**src/rtl/timekeeper_ssd.sv**
```systemverilog
// 24-hour BCD timekeeper with 12/24-hour display, set-time mode and a multiplexed active-low 7-segment driver.
// Latency: time/digit_sel/sec_tick change on the tick/scan edge; AN, ssd and pm follow one cycle later.
// Backpressure: none, free-running; define TIMEKEEPER_SSD_SET_BLINK_EN to blink hour/minute digits in set mode.
module timekeeper_ssd #(
    parameter int CLK_HZ  = 100000000,
    parameter int SCAN_HZ = 1000,
    parameter int NUM_AN  = 8
) (
    input  logic              clock,
    input  logic              reset,
    input  logic              mode_12h,
    input  logic              set_en,
    input  logic              inc_hr,
    input  logic              inc_min,
    output logic [NUM_AN-1:0] AN,
    output logic [6:0]        ssd,
    output logic              pm,
    output logic              sec_tick,
    output logic [2:0]        digit_sel,
    output logic [23:0]       time_bcd
);

    localparam int SCAN_DIV = CLK_HZ / SCAN_HZ;
    localparam int TW       = $clog2(CLK_HZ);
    localparam int SW       = (SCAN_DIV > 1) ? $clog2(SCAN_DIV) : 1;
    localparam logic [TW-1:0] TICK_LAST = TW'(CLK_HZ - 1);
    localparam logic [SW-1:0] SCAN_LAST = SW'(SCAN_DIV - 1);
    localparam logic [2:0]    DIG_LAST  = 3'(NUM_AN - 1);

    logic [TW-1:0]     r_tick_cnt;
    logic              r_sec_tick;
    logic              r_set_d;
    logic [7:0]        r_hr;
    logic [7:0]        r_min;
    logic [7:0]        r_sec;
    logic [SW-1:0]     r_scan_cnt;
    logic [2:0]        r_digit_sel;
    logic [NUM_AN-1:0] r_an;
    logic [6:0]        r_ssd;
    logic              r_pm;

    logic              w_set_fall;
    logic              w_tick;
    logic              w_blink;
    logic [4:0]        w_hr_bin;
    logic [4:0]        w_disp_bin;
    logic [3:0]        w_hr_tens;
    logic [3:0]        w_hr_ones;
    logic [3:0]        w_digit;
    logic [NUM_AN-1:0] w_an;
    logic [6:0]        w_ssd;

    // BCD 00..59 increment with wrap, no carry out
    function automatic logic [7:0] inc_mod60(input logic [7:0] v);
        logic [7:0] r;
        if (v[3:0] == 4'd9) begin
            r = (v[7:4] == 4'd5) ? 8'h00 : {v[7:4] + 4'd1, 4'd0};
        end else begin
            r = {v[7:4], v[3:0] + 4'd1};
        end
        return r;
    endfunction

    // BCD 00..23 increment with wrap
    function automatic logic [7:0] inc_hour(input logic [7:0] v);
        logic [7:0] r;
        if (v == 8'h23) begin
            r = 8'h00;
        end else if (v[3:0] == 4'd9) begin
            r = {v[7:4] + 4'd1, 4'd0};
        end else begin
            r = {v[7:4], v[3:0] + 4'd1};
        end
        return r;
    endfunction

    // Active-low segments a..g on bits 6..0
    function automatic logic [6:0] seg7(input logic [3:0] d);
        logic [6:0] s;
        case (d)
            4'd0:    s = 7'b0000001;
            4'd1:    s = 7'b1001111;
            4'd2:    s = 7'b0010010;
            4'd3:    s = 7'b0000110;
            4'd4:    s = 7'b1001100;
            4'd5:    s = 7'b0100100;
            4'd6:    s = 7'b0100000;
            4'd7:    s = 7'b0001111;
            4'd8:    s = 7'b0000000;
            4'd9:    s = 7'b0000100;
            default: s = 7'b1111111;
        endcase
        return s;
    endfunction

    // Releasing set mode restarts the second so the first increment is a full period later;
    // that restart also swallows a tick that would have landed on the same edge.
    assign w_set_fall = r_set_d & ~set_en;
    assign w_tick     = (r_tick_cnt == TICK_LAST) && !w_set_fall;

`ifdef TIMEKEEPER_SSD_SET_BLINK_EN
    localparam logic [TW-1:0] TICK_HALF = TW'(CLK_HZ / 2);
    assign w_blink = set_en && (r_tick_cnt >= TICK_HALF);
`else
    assign w_blink = 1'b0;
`endif

    // Tick counter, seconds pulse and the time-of-day registers
    always_ff @(posedge clock) begin
        if (reset) begin
            r_tick_cnt <= '0;
            r_sec_tick <= 1'b0;
            r_set_d    <= 1'b0;
            r_hr       <= 8'h00;
            r_min      <= 8'h00;
            r_sec      <= 8'h00;
        end else begin
            r_set_d    <= set_en;
            r_sec_tick <= w_tick;
            if (w_set_fall || (r_tick_cnt == TICK_LAST)) begin
                r_tick_cnt <= '0;
            end else begin
                r_tick_cnt <= r_tick_cnt + 1'b1;
            end
            if (set_en) begin
                r_sec <= 8'h00;
                if (inc_min) begin
                    r_min <= inc_mod60(r_min);
                end
                if (inc_hr) begin
                    r_hr <= inc_hour(r_hr);
                end
            end else if (w_tick) begin
                r_sec <= inc_mod60(r_sec);
                if (r_sec == 8'h59) begin
                    r_min <= inc_mod60(r_min);
                    if (r_min == 8'h59) begin
                        r_hr <= inc_hour(r_hr);
                    end
                end
            end
        end
    end

    // Scan divider and digit index
    always_ff @(posedge clock) begin
        if (reset) begin
            r_scan_cnt  <= '0;
            r_digit_sel <= 3'd0;
        end else if (r_scan_cnt == SCAN_LAST) begin
            r_scan_cnt  <= '0;
            r_digit_sel <= (r_digit_sel == DIG_LAST) ? 3'd0 : r_digit_sel + 3'd1;
        end else begin
            r_scan_cnt <= r_scan_cnt + 1'b1;
        end
    end

    // Display hour digits: 24-hour BCD passes through, 12-hour maps 0->12 and 13..23 -> 1..11
    always_comb begin
        w_hr_bin   = 5'(r_hr[7:4]) * 5'd10 + 5'(r_hr[3:0]);
        w_disp_bin = w_hr_bin;
        if (w_hr_bin == 5'd0) begin
            w_disp_bin = 5'd12;
        end else if (w_hr_bin > 5'd12) begin
            w_disp_bin = w_hr_bin - 5'd12;
        end
        if (mode_12h) begin
            w_hr_tens = (w_disp_bin >= 5'd10) ? 4'd1 : 4'd0;
            w_hr_ones = (w_disp_bin >= 5'd10) ? 4'(w_disp_bin - 5'd10) : 4'(w_disp_bin);
        end else begin
            w_hr_tens = r_hr[7:4];
            w_hr_ones = r_hr[3:0];
        end
    end

    // Select the scanned digit and form next anode/segment values
    always_comb begin
        w_an    = '1;
        w_ssd   = 7'b1111111;
        w_digit = 4'd0;
        case (r_digit_sel)
            3'd0:    w_digit = r_sec[3:0];
            3'd1:    w_digit = r_sec[7:4];
            3'd2:    w_digit = r_min[3:0];
            3'd3:    w_digit = r_min[7:4];
            3'd4:    w_digit = w_hr_ones;
            3'd5:    w_digit = w_hr_tens;
            default: w_digit = 4'd0;
        endcase
        if (r_digit_sel < 3'd6) begin
            w_an[r_digit_sel] = 1'b0;
            w_ssd = seg7(w_digit);
            if ((r_digit_sel == 3'd5) && mode_12h && (w_hr_tens == 4'd0)) begin
                w_ssd = 7'b1111111;
            end
            if (w_blink && (r_digit_sel >= 3'd2)) begin
                w_ssd = 7'b1111111;
            end
        end
    end

    // Register anode, segments and pm together so they never disagree
    always_ff @(posedge clock) begin
        if (reset) begin
            r_an  <= '1;
            r_ssd <= 7'b1111111;
            r_pm  <= 1'b0;
        end else begin
            r_an  <= w_an;
            r_ssd <= w_ssd;
            r_pm  <= (r_hr >= 8'h12);
        end
    end

    assign AN        = r_an;
    assign ssd       = r_ssd;
    assign pm        = r_pm;
    assign sec_tick  = r_sec_tick;
    assign digit_sel = r_digit_sel;
    assign time_bcd  = {r_hr, r_min, r_sec};

endmodule

```
**config.mk**
```make
export PLATFORM = sky130hd
export DESIGN_NAME = timekeeper_ssd
export DESIGN_NICKNAME = d
export VERILOG_FILES = /design/src/rtl/timekeeper_ssd.sv
export SDC_FILE = /design/constraint.sdc
export NUM_CORES = 1
export LEC_CHECK = 0
export ABC_AREA = 0
export CORE_MARGIN = 1
export CORE_UTILIZATION = 61
export DETAILED_ROUTE_END_ITERATION = 8
export PLACE_DENSITY_LB_ADDON = 0.05
export SYNTH_ARGS = -nofsm -noshare
export SYNTH_HDL_FRONTEND = slang
export SYNTH_SLANG_ARGS = --single-unit
```
**constraint.sdc**
```tcl
create_clock -name clock -period 12.6 [get_ports clock]
set_input_delay 2.52 -clock clock [delete_from_list [all_inputs] [get_ports clock]]
set_output_delay 2.52 -clock clock [all_outputs]
set_load 0.05 [all_outputs]
```
# Yosys cells after proc, flatten, opt, wreduce, memory -nomap -nowiden
# Memory sizes are Yosys's and may differ from the RTL's. A register that Yosys moved wholly into a read port is not among the register bits.
# Cells that the tools add are included.
# classes
n_addsub,12
mul,1
magnitude_cmp,6
n_eq_ne,18
muxes,25
n_bitwise,4
reduce_logical,20
# ops
operator,n
two-way mux 8 bit,14
"adder 27 x 1 -> 27 bit, second input constant",1
"== test 27 bit, second input constant",1
"adder 4 x 1 -> 4 bit, second input constant",6
case mux 4 bit (6 select lines),1
"adder 17 x 1 -> 17 bit, second input constant",1
"== test 17 bit, second input constant",1
"== test 8 x 7 -> 1 bit, second input constant",2
two-way mux 4 bit,4
"== test 4 bit, second input constant",3
two-way mux 5 bit,2
"== test 3 bit, second input constant",3
"== test 4 x 3 -> 1 bit, second input constant",2
"== test 8 x 6 -> 1 bit, second input constant",1
">= comparator 8 x 5 -> 1 bit, second input constant",1
inverter 8 bit,1
OR reduction 2 bit,4
"== test 3 x 2 -> 1 bit, second input constant",2
nonzero test 2 bit,3
adder 5 x 4 -> 5 bit,1
">= comparator 5 x 4 -> 1 bit, second input constant",1
"> comparator 5 x 4 -> 1 bit, second input constant",1
zero test 5 bit,1
"subtractor 5 x 4 -> 5 bit, second input constant",1
22 further kinds,28
# word_totals
regBits,82
romBits,112
output_inout_bits,44
wordCells,98
n_memories,1
# memory_table
name,depth,word_bits,read_ports,rd_ports_with_merged_regs,write_ports,line_no,source
(name not given),16,7,1,1,0,80,case (d)

# Depth between registers and ports, before layout
# depth
ltp_word,11
ltp_mapped,19
mapped_depth_nobuf,19

# Least setup slack after synthesis
# OpenSTA, ideal clock, no wires.
# synth_path
path_type,in2reg
startpoint,in mode_12h
endpoint,reg r_ssd[2] (netlist: ssd[2])
arrival_ps,4352
required_ps,12471
slack_ps,8119
stages,12
n_path_buf,1
cell_sequence,clkbuf_1 nor2_1 a211oi_1 a31oi_1 o221ai_1 nand2_1 inv_1 ha_1 nand3b_1 a21oi_1 a2111oi_0 nor2_1
# synth_between
elab_chain_len,4
# synth_lines
element,line_no,source
"start, declared",11,"input logic mode_12h,"
two-way mux 4 bit,167,if (mode_12h) begin
zero test 4 bit,193,if ((r_digit_sel == 3'd5) && mode_12h && (w_hr_tens == 4'd0)) begin
logical AND 1 bit,193,
OR reduction 3 bit (no source line),--,
"end, declared",39,logic [6:0] r_ssd;
# Several ways; a longest one is shown, not always the timed one.
# A chain may end at the register's enable or synchronous reset.

# Final worst setup path
# layout_path
startpoint,in mode_12h
endpoint,reg r_ssd[3] (netlist: ssd[3])
# The elaborated chain is that of the path after synthesis.

==> metrics.txt <==
# TYPE chip_impl_metric gauge
chip_impl_info{name="run_status",value="completed"} 1
chip_impl_metric{name="final_antenna_net_count",unit=""} 0
chip_impl_metric{name="max_freq",unit="MHz"} 197
chip_impl_info{name="synth_top_cell_by_area",value="sky130_fd_sc_hd__dfxtp_1"} 1
chip_impl_metric{name="instances_no_fill",unit=""} 702
chip_impl_metric{name="tightest_slew",unit="ps"} 862
chip_impl_info{name="hold_path.class",value="register to register"} 1
chip_impl_metric{name="cts-root-to-sink-buffers",unit=""} 2
chip_impl_metric{name="globalRouteTotalUtil",unit="%"} 26.2
chip_impl_metric{name="drv_slew",unit=""} 0
chip_impl_metric{name="synth.ff_latch_count",unit=""} 89
chip_impl_metric{name="wire_per_inst",unit="µm"} 14.2
chip_impl_metric{name="number_of_global_route_vias_before_repair",unit=""} 3735
chip_impl_metric{name="grt_pass1_wl",unit="µm"} 16300
chip_impl_metric{name="core_area",unit="µm²"} 7330
chip_impl_metric{name="synth-async-reset-ratio",unit="%"} 0
chip_impl_metric{name="grt_max_degree",unit=""} 31
chip_impl_metric{name="worst_ep_arrival_time",unit="ps"} 5290
chip_impl_info{name="worstSetupEndpointType",value="register"} 1
chip_impl_metric{name="rows",unit=""} 31
chip_impl_metric{name="placedInstanceArea",unit="µm²"} 5260
chip_impl_metric{name="worst-endpoint-required",unit="ps"} 12830
chip_impl_metric{name="drtPass1Iterations",unit=""} 5
chip_impl_info{name="worstPathCellList",value="clkdlybuf4s50_1 > and3b_1 > a222oi_1 > o21ai_0 > o21ai_0 > a31o_1 > inv_1 > ha_1 > nand3_1 > nand2_1 > a41o_1 > nor3_1 > a21oi_1"} 1
chip_impl_metric{name="drv_cap",unit=""} 0
chip_impl_metric{name="detail_route.drc_violations",unit=""} 0
chip_impl_metric{name="whs",unit="ps"} 473
chip_impl_metric{name="layout_worst_path_cycle_share",unit="%"} 40.2
chip_impl_metric{name="inserted_clock_buffers",unit=""} 9
chip_impl_metric{name="finish.instance_area",unit="µm²"} 5480
chip_impl_metric{name="netlist_area",unit="µm²"} 4690
chip_impl_metric{name="final_layout_size_suffix_gt1_share",unit="%"} 6.97
chip_impl_info{name="cts_tree",value="yes"} 1
chip_impl_metric{name="cp.buffers_inverters",unit=""} 2
chip_impl_metric{name="finish.utilization",unit="%"} 74.7
chip_impl_metric{name="routed_wirelength",unit="µm"} 9990
chip_impl_metric{name="die_w",unit="µm"} 89.7
chip_impl_metric{name="vdd_drop_max",unit="mV"} 0.0989
chip_impl_metric{name="relSlewSlack",unit="%"} 42.5
chip_impl_info{name="netlist_top_cells_area",value="sky130_fd_sc_hd__dfxtp_1 (38%), sky130_fd_sc_hd__nor2_1 (7.7%), sky130_fd_sc_hd__ha_1 (6.4%)"} 1
chip_impl_metric{name="synth.yosys.seq_area_share",unit="%"} 38.0
chip_impl_metric{name="synth_enable_flop_cells",unit=""} 0
chip_impl_info{name="crit_path_max_delay_family",value="compound AO/OA/AOI/OAI gates"} 1
chip_impl_metric{name="crit_path_max_incr_delay",unit="ps"} 660
chip_impl_metric{name="dieArea",unit="µm²"} 8040
chip_impl_metric{name="number_of_endpoints_failing_setup_at_the_final_stage",unit=""} 0
chip_impl_info{name="worst_setup_path_start_kind",value="primary input"} 1
chip_impl_info{name="crit_top_cell",value="sky130_fd_sc_hd__o21ai_0"} 1
chip_impl_metric{name="r2r_slack",unit="ps"} 7850
chip_impl_metric{name="synthCells",unit=""} 552
chip_impl_metric{name="clock_insertion_delay_worst_skew",unit="ps"} 350
chip_impl_metric{name="clkSinkCount",unit=""} 89
chip_impl_metric{name="post_synth.cell_area_avg",unit="µm²"} 8.50
chip_impl_metric{name="avgViaCountPerCell",unit=""} 5.75
chip_impl_metric{name="global_route.overflow_total",unit=""} 0
chip_impl_metric{name="vias",unit=""} 4033
chip_impl_info{name="synth_top_flop_cell",value="sky130_fd_sc_hd__dfxtp_1"} 1
chip_impl_metric{name="ys.warnings.count",unit=""} 0
chip_impl_metric{name="fin_setup_tns",unit="ps"} 0
chip_impl_metric{name="nets",unit=""} 629
chip_impl_metric{name="antenna_found_initial",unit=""} 0
chip_impl_metric{name="first_drt_iteration_drcs",unit=""} 246
chip_impl_metric{name="pd_cells",unit="nW/µm²"} 99.6
chip_impl_metric{name="postCtsSetupBuffers",unit=""} 0
chip_impl_metric{name="die_y",unit="µm"} 89.7
chip_impl_metric{name="io_buffers",unit=""} 49
chip_impl_metric{name="start_util",unit="%"} 64.0
chip_impl_metric{name="synth_cell_types",unit=""} 71
chip_impl_metric{name="clock_skew",unit="ps"} 11.9
chip_impl_metric{name="leakage_power_figure",unit="nW"} 2.03
chip_impl_metric{name="setup_slack",unit="ps"} 7530
chip_impl_info{name="rsz0062_at_grt",value="no"} 1
chip_impl_metric{name="cts-hold-fix-buffers",unit=""} 0
chip_impl_metric{name="cts_htree_levels",unit=""} 3
chip_impl_metric{name="fillers",unit=""} 557
chip_impl_metric{name="post-dp-hpwl",unit="µm"} 7300
chip_impl_info{name="path_class",value="primary input to register"} 1
chip_impl_metric{name="cts.clk_slew.worst_paths",unit="ps"} 90
chip_impl_metric{name="ctsResizeCount",unit=""} 0
chip_impl_metric{name="total_power",unit="mW"} 0.546
chip_impl_info{name="root_buffer",value="sky130_fd_sc_hd__clkbuf_8"} 1
chip_impl_metric{name="top_level_ports",unit=""} 50
chip_impl_metric{name="dp_cells",unit=""} 686
chip_impl_metric{name="hold_viol",unit=""} 0
chip_impl_metric{name="layout-area-overhead-vs-synth",unit="%"} 16.8
chip_impl_metric{name="insertedDiodeCount",unit=""} 0
chip_impl_metric{name="synth.top_cell.area_share",unit="%"} 38.0
chip_impl_metric{name="worstPathMaxFanout",unit=""} 11
chip_impl_info{name="timing.critical_path.slowest_stage_cell",value="sky130_fd_sc_hd__clkdlybuf4s50_1"} 1
chip_impl_metric{name="gpl.final_weighted_congestion",unit=""} 0.863
chip_impl_metric{name="post-route-min-period",unit="ps"} 5070
chip_impl_metric{name="pre_cts_slack",unit="ps"} 7180
## logic make-up (layout without fill, tap and decap cells)
logic type               after synthesis  in the layout  share of synthesized area, %
AO/OA/AOI/OAI                         86             86                          13.8
buffers and inverters                 41             91                          3.31
AND/OR/NAND/NOR                      256            256                          27.2
other                                  1              2                        0.0799
adder cells (fa/ha/maj)               25             25                          6.83
flip-flops                            89             89                          38.0
XOR/XNOR                              48             48                          9.44
multiplexers                           6              6                          1.33
## power by group
group	internal (mW)	switching (mW)
clock	0.114	0.106
sequential	0.285	0.00323
combinational	0.0136	0.0241
## synth_stat cells, drive strengths merged (7+ instances only)
master   n
o21ai   16
ha      24
and2     8
a21oi   27
dfxtp   89
nand4   10
nor2b    8
inv     25
clkbuf  12
xnor2   17
xor2    30
or3      7
nand2   41
nor3    10
nor2    96
and3    11
nand3   35
## routing by layer
layer / vias up / wire, µm / track usage [%]
met2: 120 / 4900 / 45.9
met5: - / 0 / 0
met4: 0 / 189 / 9.38
li1: 2013 / - / -
met1: 1881 / 4330 / 30.9
met3: 19 / 572 / 6.76
## sequential cells by signal (all words and copies together) (netlist names)
signal and count:
digit_sel 3, pm 1, r_tick_cnt 27, r_hr 8
sec_tick 1, r_sec 8, AN 8, r_scan_cnt 17
r_min 8, r_set_d 1, ssd 7
## worst paths after layout
kind	from	to	cells after the start
max reg2reg	r_hr[1]$_SDFFE_PP0P_	ssd[2]$_SDFF_PP1_	18
min	r_tick_cnt[0]$_SDFF_PP0_	r_tick_cnt[0]$_SDFF_PP0_	1
min reg2reg	r_tick_cnt[0]$_SDFF_PP0_	r_tick_cnt[0]$_SDFF_PP0_	1
max	mode_12h	ssd[3]$_SDFF_PP1_	13
## layout by cell type, fill, tap and decap left out, drive strengths merged, types with 4 or more instances in the layout
| cell type | count |
|---|---|
| nand2 | 41 |
| nor2 | 96 |
| a221oi | 4 |
| a211oi | 4 |
| clkdlybuf4s50 | 49 |
| dfxtp | 89 |
| o21ai | 16 |
| mux2i | 4 |
| and2 | 8 |
| and3 | 11 |
| nand2b | 5 |
| xor2 | 30 |
| nor4 | 5 |
| inv | 28 |
| nand3 | 35 |
| nor3 | 10 |
| nor4b | 5 |
| nor2b | 8 |
| a22oi | 5 |
| or3 | 7 |
| a222oi | 5 |
| xnor2 | 17 |
| a21oi | 27 |
| nand4 | 10 |
| clkbuf | 9 |
| ha | 24 |
## layout make-up
cell class                      instances  area (µm²)  share of cell area (%)
Timing Repair Buffer                   50         498                    9.09
Multi-Input combinational cell        423        2760                    50.3
Tap cell                               99         124                    2.26
Inverter                               25        93.8                    1.71
Sequential cell                        89        1780                    32.5
Clock buffer                            9         124                    2.26
Clock inverter                          7        98.8                    1.80
## worst register-to-register path: stages, from the launching register on
cell                        delay [ps]
sky130_fd_sc_hd__dfxtp_1           590
sky130_fd_sc_hd__ha_1              260
sky130_fd_sc_hd__fa_1              540
sky130_fd_sc_hd__inv_1             210
sky130_fd_sc_hd__ha_1              200
sky130_fd_sc_hd__and2_1            160
sky130_fd_sc_hd__a211oi_2           70
sky130_fd_sc_hd__a21o_1            190
sky130_fd_sc_hd__ha_1              250
sky130_fd_sc_hd__a221o_1           330
sky130_fd_sc_hd__and4_1            220
sky130_fd_sc_hd__o221ai_1          410
sky130_fd_sc_hd__nand2_1           210
sky130_fd_sc_hd__inv_1             140
sky130_fd_sc_hd__ha_1              140
sky130_fd_sc_hd__nand3b_1           90
sky130_fd_sc_hd__a21oi_1            50
sky130_fd_sc_hd__a2111oi_0         500
sky130_fd_sc_hd__nor2_1            100
(Power assumes the default switching activity.)
